File: src/rtl/goertzel_frame_ctrl_if.sv
// Control/status bundle between the register block, the Goertzel datapath and goertzel_frame_ctrl.
// master = register/datapath side, slave = the frame controller.
interface goertzel_frame_ctrl_if #(
  parameter int NF   = 11,
  parameter int CNTW = 16
);
  logic            start_i;
  logic            abort_i;
  logic            cont_i;
  logic            coef_req_o;
  logic            coef_valid_i;
  logic            smp_stb_i;
  logic            smp_en_o;
  logic [NF-1:0]   bin_valid_i;
  logic            busy_o;
  logic            done_o;
  logic            err_to_o;
  logic            ovr_o;
  logic [CNTW-1:0] smp_cnt_o;
  logic [15:0]     frame_cnt_o;
  logic [2:0]      state_o;

  modport master (
    output start_i, abort_i, cont_i, coef_valid_i, smp_stb_i, bin_valid_i,
    input  coef_req_o, smp_en_o, busy_o, done_o, err_to_o, ovr_o,
           smp_cnt_o, frame_cnt_o, state_o
  );

  modport slave (
    input  start_i, abort_i, cont_i, coef_valid_i, smp_stb_i, bin_valid_i,
    output coef_req_o, smp_en_o, busy_o, done_o, err_to_o, ovr_o,
           smp_cnt_o, frame_cnt_o, state_o
  );
endinterface

File: src/rtl/goertzel_frame_ctrl.sv
// Goertzel frame sequencer: coefficient request, NS-sample gating, per-bin drain, frame completion.
// Optional overrun detection is compiled in with `define GFC_OVERRUN_DET_EN.

// One bit of the drain completion mask.
module gfc_bin_lane (
  input  logic clk,
  input  logic rstn,
  input  logic clr,
  input  logic en,
  input  logic bin_valid,
  output logic mask_q,
  output logic mask_n
);
  assign mask_n = mask_q | (en & bin_valid);

  always_ff @(posedge clk) begin
    if (!rstn)    mask_q <= 1'b0;
    else if (clr) mask_q <= 1'b0;
    else          mask_q <= mask_n;
  end
endmodule

module goertzel_frame_ctrl #(
  parameter int NF       = 11,
  parameter int NS       = 1000,
  parameter int CNTW     = 16,
  parameter int DRAIN_TO = 64
) (
  input logic                  clk,
  input logic                  rstn,
  goertzel_frame_ctrl_if.slave bus
);
  localparam logic [2:0] IDLE      = 3'd0;
  localparam logic [2:0] COEF_REQ  = 3'd1;
  localparam logic [2:0] COEF_WAIT = 3'd2;
  localparam logic [2:0] ACQ       = 3'd3;
  localparam logic [2:0] DRAIN     = 3'd4;
  localparam logic [2:0] DONE      = 3'd5;

  localparam int            DW         = (DRAIN_TO > 1) ? $clog2(DRAIN_TO) : 1;
  localparam logic [DW-1:0] DRAIN_LAST = DW'(DRAIN_TO - 1);
  localparam logic [CNTW-1:0] CNT_LAST = CNTW'(NS - 1);

  logic [2:0]      state, nxt;
  logic            acc, clr_frame, drain_hit, start_ok;
  logic [NF-1:0]   mask_q, mask_n;
  logic [DW-1:0]   drain_cnt;
  logic [CNTW-1:0] smp_cnt;
  logic [15:0]     frame_cnt;
  logic            coef_req_r, smp_en_r, busy_r, done_r, err_r;
  logic [2:0]      state_r;

  genvar g;
  generate
    for (g = 0; g < NF; g++) begin : g_lane
      gfc_bin_lane u_lane (
        .clk      (clk),
        .rstn     (rstn),
        .clr      (clr_frame),
        .en       (state == DRAIN),
        .bin_valid(bus.bin_valid_i[g]),
        .mask_q   (mask_q[g]),
        .mask_n   (mask_n[g])
      );
    end
  endgenerate

  assign start_ok = (state == IDLE) && bus.start_i && !bus.abort_i;

  always_comb begin
    nxt       = state;
    acc       = 1'b0;
    clr_frame = 1'b0;
    drain_hit = 1'b0;
    case (state)
      IDLE:      if (bus.start_i) nxt = COEF_REQ;
      COEF_REQ:  nxt = COEF_WAIT;
      COEF_WAIT: if (bus.coef_valid_i) begin
                   nxt       = ACQ;
                   clr_frame = 1'b1;
                 end
      ACQ:       if (bus.smp_stb_i && bus.coef_valid_i) begin
                   acc = 1'b1;
                   if (smp_cnt == CNT_LAST) nxt = DRAIN;
                 end
      // mask_n already folds in this cycle's bin_valid, so completion wins over timeout
      DRAIN:     if (&mask_n) nxt = DONE;
                 else if (drain_cnt == DRAIN_LAST) begin
                   nxt       = DONE;
                   drain_hit = 1'b1;
                 end
      DONE:      if (bus.cont_i) begin
                   nxt       = ACQ;
                   clr_frame = 1'b1;
                 end else nxt = IDLE;
      default:   nxt = IDLE;
    endcase
    if (bus.abort_i) begin
      nxt       = IDLE;
      acc       = 1'b0;
      clr_frame = 1'b0;
      drain_hit = 1'b0;
    end
  end

  always_ff @(posedge clk) begin
    if (!rstn) begin
      state      <= IDLE;
      state_r    <= IDLE;
      coef_req_r <= 1'b0;
      smp_en_r   <= 1'b0;
      busy_r     <= 1'b0;
      done_r     <= 1'b0;
      err_r      <= 1'b0;
      smp_cnt    <= '0;
      frame_cnt  <= '0;
      drain_cnt  <= '0;
    end else begin
      state      <= nxt;
      state_r    <= nxt;
      coef_req_r <= (nxt == COEF_REQ);
      busy_r     <= (nxt != IDLE);
      done_r     <= (nxt == DONE);
      smp_en_r   <= acc;
      drain_cnt  <= (state == DRAIN) ? drain_cnt + DW'(1) : '0;
      if (clr_frame)  smp_cnt <= '0;
      else if (acc)   smp_cnt <= smp_cnt + CNTW'(1);
      if (nxt == DONE) frame_cnt <= frame_cnt + 16'd1;
      if (start_ok)       err_r <= 1'b0;
      else if (drain_hit) err_r <= 1'b1;
    end
  end

`ifdef GFC_OVERRUN_DET_EN
  logic ovr_r;
  logic ovr_hit;
  // a strobe the datapath cannot take: before coefficients, or between frames when back-to-back
  assign ovr_hit = bus.smp_stb_i && !bus.abort_i &&
                   ((state == COEF_WAIT) ||
                    (bus.cont_i && ((state == DRAIN) || (state == DONE))));

  always_ff @(posedge clk) begin
    if (!rstn)         ovr_r <= 1'b0;
    else if (start_ok) ovr_r <= 1'b0;
    else if (ovr_hit)  ovr_r <= 1'b1;
  end
  assign bus.ovr_o = ovr_r;
`else
  assign bus.ovr_o = 1'b0;
`endif

  assign bus.state_o     = state_r;
  assign bus.coef_req_o  = coef_req_r;
  assign bus.smp_en_o    = smp_en_r;
  assign bus.busy_o      = busy_r;
  assign bus.done_o      = done_r;
  assign bus.err_to_o    = err_r;
  assign bus.smp_cnt_o   = smp_cnt;
  assign bus.frame_cnt_o = frame_cnt;
endmodule

File: src/flat_wrapper.sv
// flat-port wrapper written by rule: the top's interface ports become plain ports
module goertzel_frame_ctrl_flat 
#(
  parameter int NF       = 11,
  parameter int NS       = 1000,
  parameter int CNTW     = 16,
  parameter int DRAIN_TO = 64
)
  (clk, rstn, bus_start_i, bus_abort_i, bus_cont_i, bus_coef_valid_i, bus_smp_stb_i, bus_bin_valid_i, bus_coef_req_o, bus_smp_en_o, bus_busy_o, bus_done_o, bus_err_to_o, bus_ovr_o, bus_smp_cnt_o, bus_frame_cnt_o, bus_state_o);
  goertzel_frame_ctrl_if #(.NF(NF), .CNTW(CNTW)) bus_i ();
  input logic clk;
  input logic rstn;
  input wire logic [$bits(bus_i.start_i)-1:0] bus_start_i;
  input wire logic [$bits(bus_i.abort_i)-1:0] bus_abort_i;
  input wire logic [$bits(bus_i.cont_i)-1:0] bus_cont_i;
  input wire logic [$bits(bus_i.coef_valid_i)-1:0] bus_coef_valid_i;
  input wire logic [$bits(bus_i.smp_stb_i)-1:0] bus_smp_stb_i;
  input wire logic [$bits(bus_i.bin_valid_i)-1:0] bus_bin_valid_i;
  output wire logic [$bits(bus_i.coef_req_o)-1:0] bus_coef_req_o;
  output wire logic [$bits(bus_i.smp_en_o)-1:0] bus_smp_en_o;
  output wire logic [$bits(bus_i.busy_o)-1:0] bus_busy_o;
  output wire logic [$bits(bus_i.done_o)-1:0] bus_done_o;
  output wire logic [$bits(bus_i.err_to_o)-1:0] bus_err_to_o;
  output wire logic [$bits(bus_i.ovr_o)-1:0] bus_ovr_o;
  output wire logic [$bits(bus_i.smp_cnt_o)-1:0] bus_smp_cnt_o;
  output wire logic [$bits(bus_i.frame_cnt_o)-1:0] bus_frame_cnt_o;
  output wire logic [$bits(bus_i.state_o)-1:0] bus_state_o;
  assign bus_i.start_i = bus_start_i;
  assign bus_i.abort_i = bus_abort_i;
  assign bus_i.cont_i = bus_cont_i;
  assign bus_i.coef_valid_i = bus_coef_valid_i;
  assign bus_i.smp_stb_i = bus_smp_stb_i;
  assign bus_i.bin_valid_i = bus_bin_valid_i;
  assign bus_coef_req_o = bus_i.coef_req_o;
  assign bus_smp_en_o = bus_i.smp_en_o;
  assign bus_busy_o = bus_i.busy_o;
  assign bus_done_o = bus_i.done_o;
  assign bus_err_to_o = bus_i.err_to_o;
  assign bus_ovr_o = bus_i.ovr_o;
  assign bus_smp_cnt_o = bus_i.smp_cnt_o;
  assign bus_frame_cnt_o = bus_i.frame_cnt_o;
  assign bus_state_o = bus_i.state_o;
  goertzel_frame_ctrl #(.NF(NF), .NS(NS), .CNTW(CNTW), .DRAIN_TO(DRAIN_TO)) u_core (.clk(clk), .rstn(rstn), .bus(bus_i));
endmodule
File: config.mk
export PLATFORM = sky130hd
export DESIGN_NAME = goertzel_frame_ctrl_flat
export DESIGN_NICKNAME = d
export VERILOG_FILES = /design/src/rtl/goertzel_frame_ctrl_if.sv /design/src/rtl/goertzel_frame_ctrl.sv /design/src/flat_wrapper.sv
export SDC_FILE = /design/constraint.sdc
export NUM_CORES = 1
export LEC_CHECK = 0
export CAP_MARGIN = 20
export CORE_ASPECT_RATIO = 1.25
export CORE_UTILIZATION = 50
export CTS_BUF_LIST = sky130_fd_sc_hd__clkbuf_16
export DETAILED_ROUTE_END_ITERATION = 8
export GPL_ROUTABILITY_DRIVEN = 1
export PLACE_DENSITY = 0.88
export SYNTH_ARGS = -nofsm -noshare
export SYNTH_HDL_FRONTEND = slang
export SYNTH_HIERARCHICAL = 1
export SYNTH_SLANG_ARGS = --single-unit
File: constraint.sdc
create_clock -name clk -period 3.4 [get_ports clk]
set_clock_uncertainty 0.1 [all_clocks]
set_input_delay 0.51 -clock clk [delete_from_list [all_inputs] [get_ports clk]]
set_output_delay 0.51 -clock clk [all_outputs]
set_load 0.05 [all_outputs]
## After elaboration in Yosys (flattened, before gate mapping)

Index checks and enable logic that the tools add are counted.

| operators by class | value |
|---|---|
| mux-type cells | 20 |
| bitwise logic cells | 23 |
| reductions and logical operators | 10 |
| add/subtract/negate cells | 3 |
| equality and inequality tests | 9 |

Operators with widths:

| operator | number |
|---|---|
| $add A16 B1 Y16 const B | 2 |
| $mux W3 | 7 |
| $pmux W3 S6 | 1 |
| $eq A16 B10 Y1 const B | 1 |
| $and A1 B1 Y1 | 11 |
| $or A1 B1 Y1 | 11 |
| $reduce_and A11 Y1 | 1 |
| $mux W1 | 10 |
| $eq A3 B3 Y1 const B | 3 |
| $add A6 B1 Y6 const B | 1 |
| $eq A3 B1 Y1 const B | 2 |
| $eq A3 B2 Y1 const B | 2 |
| $eq A6 B6 Y1 const B | 1 |
| $reduce_or A2 Y1 | 2 |
| $logic_and A1 B1 Y1 | 3 |
| $logic_not A3 Y1 | 1 |
| $reduce_bool A3 Y1 | 1 |
| $mux W2 | 1 |
| $pmux W1 S2 | 1 |
| $reduce_and A2 Y1 | 1 |
| $logic_not A1 Y1 | 1 |
| $not A1 Y1 | 1 |

| storage, ports and cells | value |
|---|---|
| register bits | 57 |
| input port bits | 18 |

## Depth between registers and ports, before layout

| logic depth | value |
|---|---|
| word-level depth | 8 |
| mapped depth | 10 |
| depth with buffers taken out | 7 |

## By module

The synthesis kept the hierarchy.

Modules (own cells, without submodules):

| module | area each (um2) | cells each | times used |
|---|---|---|---|
| goertzel_frame_ctrl | 2248.4 | 258 | 1 |
| gfc_bin_lane | 36.3 | 3 | 11 |

## Worst setup path after synthesis

No wires, ideal clock.

| timing | value |
|---|---|
| path type | register -> register |
| start point | register u_core/bus.state_o[2] (netlist name) |
| end point | register u_core.frame_cnt[11] (netlist: u_core/bus.frame_cnt_o[11]) |
| setup time | 0.135 ns |
| cell stages (with the launch flop) | 11 |
| data arrival time | 2.808 ns |
| required time | 3.165 ns |
| slack | 0.357 ns |
| path buffers | 3 |
| period minus slack after synthesis | 3.043 ns |
| cells stage by stage | dfxtp_1 -> clkbuf_2 -> nor3b_4 -> a21o_1 -> nand4_1 -> nor3_1 -> a211oi_2 -> buf_2 -> clkbuf_1 -> o311ai_0 -> o41ai_1 |

RTL lines:

| item | line | text |
|---|---|---|
| end signal: assignment | goertzel_frame_ctrl.sv:128 | `if (nxt == DONE) frame_cnt <= frame_cnt + 16'd1;` |
| end: declaration | goertzel_frame_ctrl.sv:49 | `logic [15:0] frame_cnt;` |

==> run_results.csv <==
group,metric,value,unit
outcome,outcome,"finished, final reports clean",
cts,clkLatencyLatePin,0.32,ns
synth,synth_top_cell_by_area,"dfxtp_1",
critical_path,worst-r2r-cell-count,8,
die,ioPinCount,59,
pwr,ir_drop,0.000313,V
synth,netlist_area,2650,um2
hold_path,whs_path_depth,1,
grt,grt_pass1_vias,2347,
synth,synth_seq_cells,57,
sta,rsz0062_at_grt,"false",
synth,synth_common_cells,"57 x dfxtp_1, 29 x nor2_1, 20 x nand2_1, 14 x a21oi_1, 13 x nand3_1",
die,dieArea,5590,um2
synth,synth-main-ff-cell,"dfxtp_1",
cts,cts.reportedPaths.clkPinSlew,0.05,ns
pwr,power.leakage,1.38,nW
cells_and_area,drive_above_1_share,8.43,%
cts,postCtsHoldBufs,0,
critical_path,reg2reg_slack,0.46,ns
critical_path,cp-startpoint,"u_core/bus.state_o[2]$_SDFF_PN0_",
synth,ys_seq_area_share,43.1,%
synth,synthesis.instances,291,
hold_path,worstHoldPathType,"reg2reg",
drt,vias_per_cell,5.98,
critical_path,r2r_end,"u_core/bus.frame_cnt_o[9]$_SDFFE_PN0N_",
cts,cts_max_level,3,
cts,clock-sinks,57,
sta,final_hold_viol_count,0,
drt,dr.pass1.iters,5,
cells_and_area,antennaDiodeCount,0,
placed_design,port-buffer-count,57,
sta,hold_ws,0.368,ns
grt,grt_usage,25.8,%
placed_design,hpwl,4410,um
drt,wl,6600,um
drt,drtAntennaViolNets,0,
grt,grt_max_degree,34,
critical_path,cp_max_fo,33,
cts,numCtsBuffers,9,
cts,clockBufferDepth,2,
hold_path,min_to,"u_core/drain_cnt[0]$_SDFF_PN0_",
sta,timing.final.crit_share,86.4,%
sta,setup_tns,0,ns
grt,grt_overflow,0,
synth,yosysMostFrequentCell,"dfxtp_1",
sta,fmax,340,MHz
critical_path,cpPeakStageDelay,0.54,ns
drt,vias,2498,
cells_and_area,synthToLayoutAreaGrowth,35.9,%
cts,post_cts_buffers,0,
drt,drc,0,
die,start_util,52.1,%
synth,yosys_warnings,6,
die,die_h,83.4,um
critical_path,critPathKind,"reg2reg",
synth,syn_nets,312,
grt,grt_pass1_wl,11000,um
sta,drv_slew,0,
critical_path,arrival,3.08,ns
cells_and_area,finalNetCount,372,
sta,worst-slew-pin-transition,1.11,ns
placed_design,place.gp.congestion,0.854,
critical_path,path_buf_inv,1,
cts,clockRootBuffer,"clkbuf_16",
drt,drt_first_iter_violations,171,
die,row_count,29,
grt,antenna_found_initial,0,
critical_path,cp_slowest_cell,"nor3b_4",
critical_path,crit_chain,"nor3b_4 > a21o_1 > nand4_1 > nor3_1 > a211oi_2 > buf_4 > or4_1 > a21oi_1",
sta,period_minus_slack,2.94,ns
synth,synth-edff-count,0,
synth,synth.area.top_cells,"dfxtp_1 43%, nor2_1 4.1%, and3b_1 3.6%",
hold_path,hp-start,"u_core/drain_cnt[0]$_SDFF_PN0_",
synth,syn_avg_cell_area,9.10,um2
pwr,power,1.67,mW
critical_path,crit_family,"simple AND/OR/NAND/NOR gates",
critical_path,worstSetupEndpointType,"flip-flop",
sta,slew_headroom,25.7,%
job,max_cap_viol_count,0,
critical_path,reg2reg_from,"u_core/bus.state_o[2]$_SDFF_PN0_",
critical_path,crit_required,3.54,ns
cts,cts_resized,0,
synth,synth_top_cell_area_share,43.1,%
synth,yosysUniqueCellTypes,43,
pwr,power_density,464,nW/um2
cts,cts_tree,"built",
critical_path,setup.worst_path.start_class,"flip-flop",
die,fp.dieW,67.1,um
synth,synthArstFlopShare,0,%
sta,final-setup-viol-count,0,
drt,wl_per_cell,15.8,um
cells_and_area,nFillCells,372,
die,core,5080,um2
-- area by class of cell --
cell class	instances	area [um2]	area share, %
inverter	2	7.51	0.209
clock buffer	9	225	6.26
multi-input combinational	217	1440	40.0
sequential	57	1140	31.7
timing repair buffer	64	623	17.3
tap	62	77.6	2.16
clock inverter	7	85.1	2.36
-- cells by family (layout without fill, tap and decap cells) --
family	count (synthesis)	count (layout)	synth area share (%)
adders and majority gates	3	3	1.42
AOI/OAI and AO/OA	51	51	13.6
DFF	57	57	43.1
other	1	1	0.142
muxes	4	4	1.51
buffers and inverters	17	82	2.79
and+or+nand+nor	139	139	31.2
xor gates and xnor gates	19	19	6.29
-- sequential cells by signal, summed over array words and instances, names as in the netlist --
| signal | count |
|---|---|
| u_core/bus.coef_req_o | 1 |
| u_core/bus.smp_en_o | 1 |
| u_core/bus.smp_cnt_o | 16 |
| u_core/drain_cnt | 6 |
| u_core/bus.done_o | 1 |
| u_core/bus.busy_o | 1 |
| u_core/g_lane.u_lane/mask_q | 11 |
| u_core/bus.state_o | 3 |
| u_core/bus.frame_cnt_o | 16 |
| u_core/bus.err_to_o | 1 |
-- worst max-delay path by stage --
| stage | slack [ns] | cells past startpoint | to |
|---|---|---|---|
| final | 0.46 | 8 | u_core/bus.frame_cnt_o[9]$_SDFFE_PN0N_ |
| after global routing | 0.29 | 8 | u_core/bus.frame_cnt_o[7]$_SDFFE_PN0N_ |
| after CTS | 0.44 | 8 | u_core/bus.frame_cnt_o[9]$_SDFFE_PN0N_ |
| after detailed placement | 0.33 | 6 | u_core/bus.frame_cnt_o[9]$_SDFFE_PN0N_ |
| after global placement | 0.47 | 6 | u_core/bus.frame_cnt_o[5]$_SDFFE_PN0N_ |
| after floorplan | 0.36 | 10 | u_core/bus.frame_cnt_o[11]$_SDFFE_PN0N_ |
-- layout by cell type (no fill, tap or decap), types with 3 or more instances in the layout --
| cell type | instances |
|---|---|
| ha_1 | 3 |
| mux2i_1 | 4 |
| nand3_1 | 13 |
| nor2_1 | 29 |
| and3_1 | 7 |
| a21o_1 | 11 |
| xnor2_1 | 9 |
| nand4_1 | 12 |
| and2_1 | 3 |
| nand2b_1 | 8 |
| o311ai_0 | 3 |
| clkbuf_16 | 9 |
| o31ai_1 | 10 |
| xor2_1 | 10 |
| nor4_1 | 4 |
| and3b_1 | 11 |
| nand2_1 | 20 |
| nor3_1 | 7 |
| buf_4 | 7 |
| or4_1 | 10 |
| o41ai_1 | 3 |
| and4_1 | 3 |
| dfxtp_1 | 57 |
| a21oi_1 | 14 |
| clkdlybuf4s50_1 | 57 |
-- stage by stage --
stage / util (%) / area [um2] / setup slack, ns / std cells
global placement: 64.7 / 3290 / 0.474 / 402
floorplan: - / 2650 / 0.357 / 291
CTS: 70.8 / 3600 / 0.443 / 418
global route: 70.8 / 3600 / 0.293 / 418
detailed placement: 64.7 / 3290 / 0.334 / 402
finish: 70.8 / 3600 / 0.462 / 418
-- per-layer routing --
| metal | part of all wire, % | GRT usage [%] | up-vias |
|---|---|---|---|
| li1 | - | - | 1190 |
| met1 | 41 | 30.1 | 1201 |
| met3 | 5.2 | 6.32 | 11 |
| met2 | 52 | 43.4 | 96 |
| met5 | 0 | 0 | - |
| met4 | 1.1 | 10.8 | 0 |
-- power breakdown --
group / internal [mW] / switching (mW) / total (mW)
clock network: 0.632 / 0.297 / 0.929
registers: 0.671 / 0.00279 / 0.674
logic: 0.0285 / 0.0392 / 0.0677
Power figures use the tool's default switching activity.
